[src/rtl/vjtag_pkg.sv]
// Shared definitions for the multi-channel virtual-JTAG interface.
//   op encodings carried in ir_in[IR_W-1 -: 2], system sub-codes for OP_SYS,
//   the decoded instruction type, and the channel-index width helper.
package vjtag_pkg;

   localparam logic [1:0] OP_BYPASS = 2'b00;
   localparam logic [1:0] OP_WRITE  = 2'b01;
   localparam logic [1:0] OP_READ   = 2'b10;
   localparam logic [1:0] OP_SYS    = 2'b11;

   localparam int SYS_ID     = 0;
   localparam int SYS_STATUS = 1;

   typedef enum logic [2:0] {
      INS_BYPASS,
      INS_WRITE,
      INS_READ,
      INS_ID,
      INS_STATUS
   } instr_t;

   // A single channel still needs a one-bit index field in ir_in.
   function automatic int ch_width(input int n);
      return (n <= 1) ? 1 : $clog2(n);
   endfunction

endpackage

[src/rtl/vjtag_multi_channel_interface_dr_shifter.sv]
// Shared data-register shifter.
//   tck        vJTAG clock
//   aclr       synchronous active-high reset
//   cap_en     load cap_data, clear the bit counter
//   shift_en   shift tdi in at the MSB, LSB leaves first
//   tdi        serial input
//   cap_data   parallel capture value
//   sr         shift register contents (sr[0] drives tdo)
//   length_ok  exactly DATA_W bits shifted since the last capture
module vjtag_multi_channel_interface_dr_shifter #(
   parameter int DATA_W = 8
) (
   input  logic              tck,
   input  logic              aclr,
   input  logic              cap_en,
   input  logic              shift_en,
   input  logic              tdi,
   input  logic [DATA_W-1:0] cap_data,
   output logic [DATA_W-1:0] sr,
   output logic              length_ok
);

   // Counter saturates at DATA_W+1 so any over-long shift stays distinguishable.
   localparam int CNT_W = $clog2(DATA_W + 2);
   localparam logic [CNT_W-1:0] CNT_MAX = CNT_W'(DATA_W + 1);

   logic [CNT_W-1:0] bit_cnt;

   always_ff @(posedge tck) begin
      if (aclr) begin
         sr      <= '0;
         bit_cnt <= '0;
      end else if (cap_en) begin
         sr      <= cap_data;
         bit_cnt <= '0;
      end else if (shift_en) begin
         sr <= {tdi, sr[DATA_W-1:1]};
         if (bit_cnt != CNT_MAX)
            bit_cnt <= bit_cnt + CNT_W'(1);
      end
   end

   assign length_ok = (bit_cnt == CNT_W'(DATA_W));

endmodule

[src/rtl/vjtag_multi_channel_interface.sv]
// Multi-channel virtual-JTAG data-register interface (tck domain only).
//   tck, aclr        clock and synchronous active-high reset
//   tdi, tdo         serial chain data (tdo is combinational)
//   v_cdr/v_sdr/v_udr virtual Capture/Shift/Update-DR strobes
//   ir_in            {op[1:0], ch[CH_W-1:0]}
//   data_sent_to_pc  read-channel sources, channel k at [k*DATA_W +: DATA_W]
//   data_from_pc     registered write-channel values, same packing
//   wr_valid         one-cycle pulse per channel after an accepted update
//   rd_ack           one-cycle pulse per channel after a read capture
//   len_err          sticky shift-length error, cleared by a STATUS capture
module vjtag_multi_channel_interface
   import vjtag_pkg::*;
#(
   parameter int                 DATA_W   = 8,
   parameter int                 NUM_CH   = 4,
   parameter logic [DATA_W-1:0]  ID_VALUE = DATA_W'(8'hA5),
   parameter logic [DATA_W-1:0]  RST_VAL  = '0,
   localparam int                CH_W     = ch_width(NUM_CH),
   localparam int                IR_W     = 2 + CH_W
) (
   input  logic                     tck,
   input  logic                     aclr,
   input  logic                     tdi,
   input  logic                     v_cdr,
   input  logic                     v_sdr,
   input  logic                     v_udr,
   input  logic [IR_W-1:0]          ir_in,
   input  logic [NUM_CH*DATA_W-1:0] data_sent_to_pc,
   output logic [NUM_CH*DATA_W-1:0] data_from_pc,
   output logic [NUM_CH-1:0]        wr_valid,
   output logic [NUM_CH-1:0]        rd_ack,
   output logic                     len_err,
   output logic                     tdo
);

   logic [1:0]        op;
   logic [CH_W-1:0]   ch;
   logic              ch_ok;
   instr_t            instr;
   logic [NUM_CH-1:0] sel_oh;
   logic [DATA_W-1:0] cap_data;
   logic [DATA_W-1:0] sr;
   logic              length_ok;
   logic              cap_en, shift_en, upd_en;
   logic              bypass_bit;
   logic [DATA_W-2:0] err_cnt;
   logic [DATA_W-1:0] ch_reg [NUM_CH];

   assign op    = ir_in[IR_W-1 -: 2];
   assign ch    = ir_in[CH_W-1:0];
   assign ch_ok = ({1'b0, ch} < (CH_W + 1)'(NUM_CH));

   always_comb begin
      instr = INS_BYPASS;
      case (op)
         OP_WRITE: if (ch_ok) instr = INS_WRITE;
         OP_READ:  if (ch_ok) instr = INS_READ;
         OP_SYS: begin
            if (ch == CH_W'(SYS_ID))          instr = INS_ID;
            else if (ch == CH_W'(SYS_STATUS)) instr = INS_STATUS;
         end
         default: instr = INS_BYPASS;
      endcase
   end

   // Strobe priority v_cdr > v_sdr > v_udr.
   assign cap_en   = v_cdr && (instr != INS_BYPASS);
   assign shift_en = v_sdr && !v_cdr && (instr != INS_BYPASS);
   assign upd_en   = v_udr && !v_cdr && !v_sdr && (instr == INS_WRITE);

   always_comb begin
      sel_oh   = '0;
      cap_data = '0;
      for (int k = 0; k < NUM_CH; k++)
         sel_oh[k] = (ch == CH_W'(k));
      case (instr)
         INS_WRITE: begin
            for (int k = 0; k < NUM_CH; k++)
               if (sel_oh[k]) cap_data = ch_reg[k];
         end
         INS_READ: begin
            for (int k = 0; k < NUM_CH; k++)
               if (sel_oh[k]) cap_data = data_sent_to_pc[k*DATA_W +: DATA_W];
         end
         INS_ID:     cap_data = ID_VALUE;
         INS_STATUS: cap_data = {err_cnt, len_err};
         default:    cap_data = '0;
      endcase
   end

   vjtag_multi_channel_interface_dr_shifter #(.DATA_W(DATA_W)) u_shifter (
      .tck       (tck),
      .aclr      (aclr),
      .cap_en    (cap_en),
      .shift_en  (shift_en),
      .tdi       (tdi),
      .cap_data  (cap_data),
      .sr        (sr),
      .length_ok (length_ok)
   );

   always_ff @(posedge tck) begin
      if (aclr) begin
         for (int k = 0; k < NUM_CH; k++)
            ch_reg[k] <= RST_VAL;
         wr_valid   <= '0;
         rd_ack     <= '0;
         len_err    <= 1'b0;
         err_cnt    <= '0;
         bypass_bit <= 1'b0;
      end else begin
         bypass_bit <= tdi;
         wr_valid   <= '0;
         rd_ack     <= '0;
         if (cap_en && instr == INS_READ)
            rd_ack <= sel_oh;
         // Reading STATUS clears it; the captured SR already holds the old value.
         if (cap_en && instr == INS_STATUS) begin
            len_err <= 1'b0;
            err_cnt <= '0;
         end
         if (upd_en) begin
            if (length_ok) begin
               for (int k = 0; k < NUM_CH; k++)
                  if (sel_oh[k]) ch_reg[k] <= sr;
               wr_valid <= sel_oh;
            end else begin
               len_err <= 1'b1;
               if (err_cnt != '1)
                  err_cnt <= err_cnt + 1'b1;
            end
         end
      end
   end

   for (genvar g = 0; g < NUM_CH; g++) begin : g_pack
      assign data_from_pc[g*DATA_W +: DATA_W] = ch_reg[g];
   end

   assign tdo = (instr == INS_BYPASS) ? bypass_bit : sr[0];

endmodule
[config.mk]
export PLATFORM = sky130hd
export DESIGN_NAME = vjtag_multi_channel_interface
export DESIGN_NICKNAME = d
export VERILOG_FILES = /design/src/rtl/vjtag_pkg.sv /design/src/rtl/vjtag_multi_channel_interface_dr_shifter.sv /design/src/rtl/vjtag_multi_channel_interface.sv
export SDC_FILE = /design/constraint.sdc
export NUM_CORES = 1
export LEC_CHECK = 0
export CAP_MARGIN = 40
export CORE_ASPECT_RATIO = 0.7
export CORE_MARGIN = 4
export CORE_UTILIZATION = 44
export DETAILED_ROUTE_END_ITERATION = 10
export PLACE_DENSITY_LB_ADDON = 0.08
export SYNTH_ARGS = -nofsm -noshare
export SYNTH_HDL_FRONTEND = slang
export SYNTH_SLANG_ARGS = --single-unit
[constraint.sdc]
create_clock -name tck -period 2.8 [get_ports tck]
set_input_delay 0.56 -clock tck [delete_from_list [all_inputs] [get_ports tck]]
set_output_delay 0.56 -clock tck [all_outputs]
set_load 0.02 [all_outputs]
* Word level (Yosys, flattened, before mapping)
Memories as Yosys holds them, arrays and structs flattened.
Cells that the tools add are included.
** Cells by class
- $add $sub $neg :: 2
- Eq/ne operators :: 13
- Multiplexer cells :: 48
- Bitwise logic cells :: 7
- Reductions and logical operators :: 18
** Operators by type and width (number)
- 2-to-1 mux 8 bit :: 14
- case mux 8 bit (4 select lines) :: 1
- 2-to-1 mux 7 bit :: 4
- 2-to-1 mux 1 bit :: 26
- case mux 3 bit (3 select lines) :: 1
- == test 2 bit (second input constant) :: 4
- logical AND 1 bit :: 8
- adder 7 x 1 -> 7 bit (second input constant) :: 1
- inequality test 7 bit (second input constant) :: 1
- == test 3 x 2 -> 1 bit (second input constant) :: 2
- 2-to-1 mux 3 bit :: 2
- adder 4 x 1 -> 4 bit (second input constant) :: 1
- == test 2 x 1 -> 1 bit (second input constant) :: 2
- == test 4 bit (second input constant) :: 1
- inequality test 4 bit (second input constant) :: 1
- bitwise OR 1 bit :: 4
- OR reduction 2 bit :: 2
- == test 3 x 1 -> 1 bit (second input constant) :: 1
- == test 3 bit (second input constant) :: 1
- zero test 3 bit :: 1
- inverter 1 bit :: 3
- nonzero test 3 bit :: 1
- OR reduction 3 bit :: 1
- zero test 1 bit :: 2
- 3 further kinds :: 3
** Storage, ports and cells
- Register bits :: 29
- Memory bits (writable) :: 32
- Input bits :: 42
- Output and inout bits :: 42
- Word-level logic and storage cells :: 96
- Memories kept :: 1
** Memories
- ch_reg :: depth 4, bits a word 8, read ports 4, clocked after memory_dff 0, write ports 4, RTL line vjtag_multi_channel_interface.sv:47 : logic [DATA_W-1:0] ch_reg [NUM_CH];

* Longest topological paths before layout
Gate-level depths: netlist of the first run.
- Depth in word-level cells :: 11
- Depth in mapped cells :: 8

* Hierarchy
Synthesis of the first run repeated with hierarchy kept, for this count alone.
** Second synthesis, totals
- Cell total of the unflattened synthesis :: 282
- Area, all modules :: 3309.4 µm²
** Modules (own cells, without submodules)
- vjtag_multi_channel_interface :: instances 1, cells an instance 220, area an instance 2655.0 µm², seq. area each 1301.2 µm²
- vjtag_multi_channel_interface_dr_shifter :: instances 1, cells an instance 62, area an instance 654.4 µm², seq. area each 240.2 µm²

* Worst setup path after synthesis of the first run
Ideal clock, no wire load.
- Path kind :: input -> register
- From :: input port ir_in[3]
- To :: memory ch_reg[0][0] (enable)
- Library setup time :: 387 ps
- Arrival time :: 2273 ps
- Required time :: 2413 ps
- Setup slack :: 140 ps
- Stages :: 7
- Buffers on the path :: 2
- Cells stage by stage :: inv_1 > ha_1 > and4bb_2 > nand2_1 > clkbuf_1 > clkbuf_1 > o31ai_1
** RTL lines
- start: declaration :: RTL line vjtag_multi_channel_interface.sv:27 : input logic [IR_W-1:0] ir_in,
- end: declaration :: RTL line vjtag_multi_channel_interface.sv:47

* Worst setup path in the final report of the first run
- From :: input port ir_in[3]
- To :: output port tdo
** Between the ends
- Cells in the longest elaborated chain, start to end :: 4
** RTL lines
- == test 2 bit / == test 2 x 1 -> 1 bit (equally long branches) :: RTL line vjtag_multi_channel_interface.sv:55 : case (op)
- case mux 3 bit (3 select lines) * :: RTL line vjtag_multi_channel_interface.sv:55
- zero test 3 bit * :: RTL line vjtag_multi_channel_interface.sv:140 : assign tdo = (instr == INS_BYPASS) ? bypass_bit : sr[0];
- 2-to-1 mux 1 bit * :: RTL line vjtag_multi_channel_interface.sv:140
- end: declaration :: RTL line vjtag_multi_channel_interface.sv:33 : output logic tdo
Every way passes the cells marked *; elsewhere a longest branch is shown, timed or not.

==> results.md, run 1 <==
* Clk_lat worst skew at 0.34 ns
* Post-placement setup slack at -0.518 ns
* Ys flop type: edfxtp_1
* Leak at 1.77 nW
* Reg2Reg Depth at 7
* Post-synth EDFFs at 32
* Final hold viol count at 0
* Worst hold path endpoint: err_cnt[6]$_SDFF_PP0_
* Area delta synth->final at 43.2%
* Register area at 0.00154 mm2
* Syn nets at 360
* Horiz. Die Dim at 111 um
* Clock buffer depth at 2
* Worst-path maximum fanout at 3
* Total core area at 0.00694 mm2
* Achievable clock frequency at 374 MHz
* CP Data Arrival Time at 2.11 ns
* CTS sink cnt at 61
* R2R Setup Slk at 0.84 ns
* Yosys warnings at 0
* Vias in the first global route at 2,907
* Final worst slack at 0.129 ns
* Total track usage at 23.4%
* Least-Margin Pin Slew at 0.521 ns
* Most common cell in the netlist: edfxtp_1
* MaxCap Viol Count at 0
* I/O pin total at 84
* Worst path slowest cell: o41a_1
* Area contributors post-synth: edfxtp_1 30%, dfxtp_1 18%, mux2i_1 7.1%, nor4_1 4.4%, and2_1 3.1%
* Htree depth at 3
* Worst setup SP type: primary input
* Post-Route WL at 10,000 um
* Area share of the largest cell type after synthesis at 29.6%
* Fill cell count at 587
* Critical path buffers and inverters at 3
* DR iter-0 viols at 169
* Vias per cell at 5.65
* Startpoint of the worst hold path: err_cnt[6]$_SDFF_PP0_
* Clock transition at path regs at 0.07 ns
* IO buf count at 83
* Initial antenna violation count at 0
* Global-route wire length before repair at 16,000 um
* Clk root buf: clkbuf_8
* TritonCTS buffer count at 9
* # rows at 25
* Post-CTS Hold Buffers at 0
* Max incr delay on CP at 0.41 ns
* Worst path depth at 7
* Layout cells sized above 1 at 17.7%
* Clock tree from TritonCTS: built
* Worst reg2reg path startpoint: u_shifter.bit_cnt[0]$_SDFFE_PP0P_
* Status: finished clean
* Vias at 2,982
* # DRC at 0
* Max IR drop VDD at 0.000267 V
* # nets final at 479
* Final period util at 95.4%
* Multi-input logic area at 0.00156 mm2
* Endpoints failing setup at 0
* Post-route ant nets at 0
* Number of flip-flops in the largest register at 32
* WHS Path Cells at 1
* Power per cell area at 467 mW/mm2
* Library cells used by synthesis at 49
* DRT Pass-1 Iters at 5
* Placer congestion estimate at 0.935
* Min cycle time layout at 2.67 ns
* Ys async rst share at 0%
* Aggregate negative setup slack at 0 ns
* Chip height at 79.9 um
* Avg Synthesized Cell Area at 10.5 um2
* Crit. End Element: primary output
* Crit path max-delay family: buffers and inverters
* Worst rel slew slack at 65.2%
* CP required at 2.24 ns
* Synth area leader: edfxtp_1
* ANT cells at 0
* CP Class: in -> out
* Post-Syn Instances at 310
* Post-synthesis sequential area ratio at 47.5%
* R2R Path End: ch_reg[2][0]$_SDFFCE_PN0P_
* DP HPWL at 7570 um
* RSZ-0062 raised after global routing: no
* Avg WL per Cell at 19.0 um
* Synth Cell Area at 0.00325 mm2
* Commonest cells post-synth: 32 x edfxtp_1, 29 x dfxtp_1, 26 x nor2_1
* Worst-path cell chain: dlygate4sd2_1, inv_1, ha_2, and2_4, o41a_1, mux2_4, buf_6
* GR Overflow Total at 0
* Initial Util at 46.8%
* Largest net degree at the start of global routing at 34
* Max Clock Skew at 0.0140 ns
* Die area at 0.00884 mm2
* Pins Over Slew Limit at 0
* #FFs+latches synth at 61
* Worst Hold Class: reg -> reg
==> worst reg2reg max path: stages, from the launching register on <==
cell     delay, ns
dfxtp_1       0.42
inv_1         0.07
ha_1          0.21
and3_1        0.22
nand2_1       0.30
buf_4         0.25
nor3_1        0.07
and2_1        0.17
==> through the flow <==
step	instances	utilization, %	power, mW	cell area [um2]	hold WS [ns]
3_3_place_gp	511	63.8	1.39	4430	0.500
4_1_cts	528	67.0	2.18	4650	0.525
6_report	528	67.0	2.17	4650	0.522
5_1_grt	528	67.0	2.26	4650	0.542
2_1_floorplan	310	-	1.19	3250	0.464
3_5_place_dp	511	63.8	1.39	4430	0.510
==> worst max path at each step <==
stage,start,to,slack [ns]
3_3_place_gp,ir_in[3],tdo,-0.50
4_1_cts,ir_in[3],tdo,0.07
6_report,ir_in[3],tdo,0.13
2_1_floorplan,ir_in[3],ch_reg[0][0]$_SDFFCE_PN0P_,0.14
5_1_grt,ir_in[3],tdo,0.08
3_5_place_dp,ir_in[3],tdo,-0.52
==> routing by layer <==
metal  wire (um)  vias up  global-route usage (%)  part of all wire [%]
met1        4860     1417                    33.7                    49
li1            -     1412                       -                     -
met5           0        -                       0                     0
met3         833       15                    7.35                   8.3
met2        4190      138                    33.3                    42
met4         137        0                    7.13                   1.4
==> kinds of logic (layout without fill, tap and decap cells) <==
| group | after synthesis | in the layout | share of synthesized area [%] |
|---|---|---|---|
| AO/OA/AOI/OAI | 67 | 67 | 16.1 |
| XOR/XNOR | 5 | 5 | 1.35 |
| multiplexers | 27 | 27 | 9.52 |
| flip-flops | 61 | 61 | 47.5 |
| AND/OR/NAND/NOR | 106 | 106 | 17.7 |
| buffers and inverters | 36 | 160 | 4.70 |
| adder cells (fa/ha/maj) | 8 | 8 | 3.08 |
==> power breakdown <==
group,total [mW],internal (mW),switching (mW)
Combinational,0.389,0.190,0.199
Clock,0.788,0.453,0.335
Sequential,0.993,0.968,0.0248
==> cells in the final DEF, fill, tap and decap left out, types with 3 or more instances in the layout <==
master / Yosys / routed
nand3b_1: 4 / 4
a21oi_1: 11 / 11
a221oi_1: 5 / 5
nand2_1: 12 / 12
mux2i_1: 23 / 23
ha_1: 8 / 7
nand3_1: 5 / 5
clkdlybuf4s50_1: 0 / 79
inv_1: 16 / 16
o21ai_0: 11 / 11
o31ai_1: 3 / 3
buf_4: 3 / 45
nor3_1: 6 / 6
xnor2_1: 5 / 5
o211a_1: 3 / 3
a211oi_1: 3 / 3
mux4_2: 3 / 3
nor2_1: 26 / 26
a21o_1: 3 / 3
and2_1: 16 / 15
and3_1: 3 / 3
edfxtp_1: 32 / 32
clkbuf_8: 0 / 10
dfxtp_1: 29 / 29
nand2b_1: 5 / 5
o22ai_1: 7 / 7
nor4_1: 23 / 23
==> what timing repair did <==
item	CTS	global route
endpoints found under the setup margin	1	1
gates resized for setup	11	0
buffers inserted	1	0
pin swaps	1	1
==> layout make-up <==
class	instances	share of cell area [%]
Timing Repair Buffer	128	25.0
Clock buffer	14	4.20
Tap cell	94	2.53
Multi-Input combinational cell	213	33.6
Clock inverter	2	0.269
Sequential cell	61	33.1
Inverter	16	1.29
Note: power is estimated with default switching activity, not from simulation.
==> run 2: changes to the inputs <==
Settings changed: ABC_AREA from default to 1, SKIP_CTS_REPAIR_TIMING from default to 1.
==> results.md, run 2 <==
* Pins Over Slew Limit at 0 (unchanged)
* M1 GR Usage at 34.6% (was 33.7%)
* Post-synth EDFFs at 32 (unchanged)
* Synth area leader: edfxtp_1 (unchanged)
* Compound-Gate Fraction of Synth Area at 7.68% (was 16.1%)
* Ys async rst share at 0% (unchanged)
* Main combinational cell family by area after synthesis: simple AND/OR/NAND/NOR gates (unchanged)
* Worst Hold Class: reg -> reg (unchanged)
* Total track usage at 24.8% (was 23.4%)
* Max Clock Skew at 0.00902 ns (was 0.0140 ns)
* Most common cell after layout, fill and taps aside: nand2_1 (was clkdlybuf4s50_1)
* Min cycle time layout at 2.70 ns (was 2.67 ns)
* Synth Area in Adders at 3.06% (was 3.08%)
* I/O pin total at 84 (unchanged)
* Initial Util at 45.2% (was 46.8%)
* Post-Syn Instances at 446 (was 310)
* MaxCap Viol Count at 0 (unchanged)
* Area delta synth->final at 39.6% (was 43.2%)
* Area share of the largest cell type after synthesis at 29.3% (was 29.6%)
* Status: finished clean (unchanged)
* Clk_lat worst skew at 0.35 ns (was 0.34 ns)
* Area contributors post-synth: edfxtp_1 29%, dfxtp_1 18%, nand2_1 13%, nor2_1 8.4%, inv_1 7.0% (was edfxtp_1 30%, dfxtp_1 18%, mux2i_1 7.1%, nor4_1 4.4%, and2_1 3.1%)
* Final period util at 96.4% (was 95.4%)
* Met2 Use GR at 38.3% (was 33.3%)
* IO buf count at 83 (unchanged)
* Post-synthesis xor/xnor area fraction at 0% (was 1.35%)
* Post-route ant nets at 0 (unchanged)
* Die area at 0.00891 mm2 (was 0.00884 mm2)
* Worst-path maximum fanout at 3 (unchanged)
* Global-route wire length before repair at 17,100 um (was 16,000 um)
* Number of flip-flops in the largest register at 32 (unchanged)
* Final hold viol count at 0 (unchanged)
* DRT Pass-1 Iters at 5 (unchanged)
* Most frequent cells in the layout: 115 x nand2_1, 81 x clkdlybuf4s50_1, 73 x nor2_1, 61 x inv_1, 41 x nand3_1 (was 79 x clkdlybuf4s50_1, 45 x buf_4, 32 x edfxtp_1, 29 x dfxtp_1, 26 x nor2_1)
* #FFs+latches synth at 61 (unchanged)
* CTS sink cnt at 61 (unchanged)
* Design Area, Final at 0.00457 mm2 (was 0.00465 mm2)
* TritonCTS buffer count at 9 (unchanged)
* Achievable clock frequency at 371 MHz (was 374 MHz)
* Library cells used by synthesis at 27 (was 49)
* Avg WL per Cell at 16.3 um (was 19.0 um)
* Placed Instances at 644 (was 511)
* Layout cells sized above 1 at 9.61% (was 17.7%)
* Post-Route WL at 10,700 um (was 10,000 um)
* Power per cell area at 461 mW/mm2 (was 467 mW/mm2)
* Most common cell in the netlist: nand2_1 (was edfxtp_1)
* Ys flop type: edfxtp_1 (unchanged)
* Routing usage on met3 at 8.06% (was 7.35%)
* DP HPWL at 8220 um (was 7570 um)
* Initial antenna violation count at 0 (unchanged)
* RSZ-0062 raised after global routing: no (unchanged)
* Post-synthesis sequential area ratio at 47.1% (was 47.5%)
* Htree depth at 3 (unchanged)
* Clock buffer depth at 2 (unchanged)
* Busiest layer in global routing: met2 (was met1)
* DR iter-0 viols at 353 (was 169)
* Chip height at 80.2 um (was 79.9 um)
* Horiz. Die Dim at 111 um (about the same)
* Total core area at 0.00725 mm2 (was 0.00694 mm2)
* Max IR drop VDD at 0.000279 V (was 0.000267 V)
* Least-Margin Pin Slew at 0.633 ns (was 0.521 ns)
* Placer congestion estimate at 0.890 (was 0.935)
* CP Data Arrival Time at 2.14 ns (was 2.11 ns)
* # DRC at 0 (unchanged)
* Endpoints failing setup at 0 (unchanged)
* # nets final at 607 (was 479)
* Clock transition at path regs at 0.08 ns (was 0.07 ns)
* Synth Cell Area at 0.00328 mm2 (was 0.00325 mm2)
* Vias at 3,443 (was 2,982)
* Avg Synthesized Cell Area at 7.34 um2 (was 10.5 um2)
* Commonest cells post-synth: 115 x nand2_1, 73 x nor2_1, 61 x inv_1 (was 32 x edfxtp_1, 29 x dfxtp_1, 26 x nor2_1)
* CP Class: in -> out (unchanged)
* Leak at 1.93 nW (was 1.77 nW)
* CP required at 2.24 ns (about the same)
* GR Overflow Total at 0 (unchanged)
* Vias in the first global route at 3,227 (was 2,907)
* Vias per cell at 5.22 (was 5.65)
* Yosys warnings at 0 (unchanged)
* ANT cells at 0 (unchanged)
* Final hold slack at 0.493 ns (was 0.522 ns)
* Non-filler cells, final at 660 (was 528)
* Syn nets at 496 (was 360)
* Largest net degree at the start of global routing at 20 (was 34)
* Dpl cell area at 0.00439 mm2 (was 0.00443 mm2)
* Worst rel slew slack at 57.8% (was 65.2%)
* Clk root buf: clkbuf_8 (unchanged)
* Simple-gate share of the synthesized area at 33.8% (was 17.7%)
* Clock tree from TritonCTS: built (unchanged)
* Crit. End Element: primary output (unchanged)
* # rows at 26 (was 25)
* Post-synthesis mux area share at 0% (was 9.52%)
* Worst setup SP type: primary input (unchanged)
[run 2: where the power goes]
part	total [mW]	internal (mW)	switching [mW]
logic	0.367	0.157	0.210
registers	0.986	0.967	0.0187
clock network	0.754	0.341	0.413
total	2.11	1.47	0.642
[run 2: stage by stage]
stage	utilization, %	setup slack, ns	power [mW]	setup TNS (ns)
after CTS	63.0	-0.390	2.11	-0.390
after floorplan	-	0.409	1.18	0
after global placement	60.5	-0.312	1.36	-0.312
final	63.0	0.102	2.11	0
after global routing	63.0	0.0144	2.19	0
after detailed placement	60.5	-0.361	1.37	-0.361
[run 2: area by class of cell]
type / instances / area, um2
fillers: 675 / 2680
well taps: 98 / 123
clock inverters: 7 / 62.6
flip-flops and latches: 61 / 1540
inverters: 64 / 240
multi-input cells: 314 / 1460
repair buffers: 107 / 1020
clock buffers: 9 / 124
[run 2: worst paths after layout]
path                                      from  slack (ns)  depth (start not counted)                                 to
max                                   ir_in[2]        0.10                          9                                tdo
min reg2reg  u_shifter.bit_cnt[3]$_SDFFE_PP0P_        0.49                          2  u_shifter.bit_cnt[3]$_SDFFE_PP0P_
max reg2reg  u_shifter.bit_cnt[1]$_SDFFE_PP0P_        0.99                          8         ch_reg[1][4]$_SDFFCE_PN0P_
min          u_shifter.bit_cnt[3]$_SDFFE_PP0P_        0.49                          2  u_shifter.bit_cnt[3]$_SDFFE_PP0P_
[run 2: kinds of logic (layout without fill, tap and decap cells)]
logic type | Yosys count | count (layout)
compound gates | 48 | 48
fa+ha+maj | 8 | 8
buf+inv | 71 | 187
flops | 61 | 61
simple gates | 258 | 258
[run 2: metal layers]
metal,up-vias,routed length (um)
met5,-,0
met4,0,104
met3,12,1050
met2,185,4640
met1,1590,4950
li1,1656,-
[run 2: critical path: stages]
cell	delay [ns]
clkdlybuf4s50_1	0.52
ha_2	0.21
inv_1	0.07
nor3_4	0.20
inv_2	0.06
nand2_2	0.10
inv_1	0.06
o21ai_0	0.17
buf_2	0.20
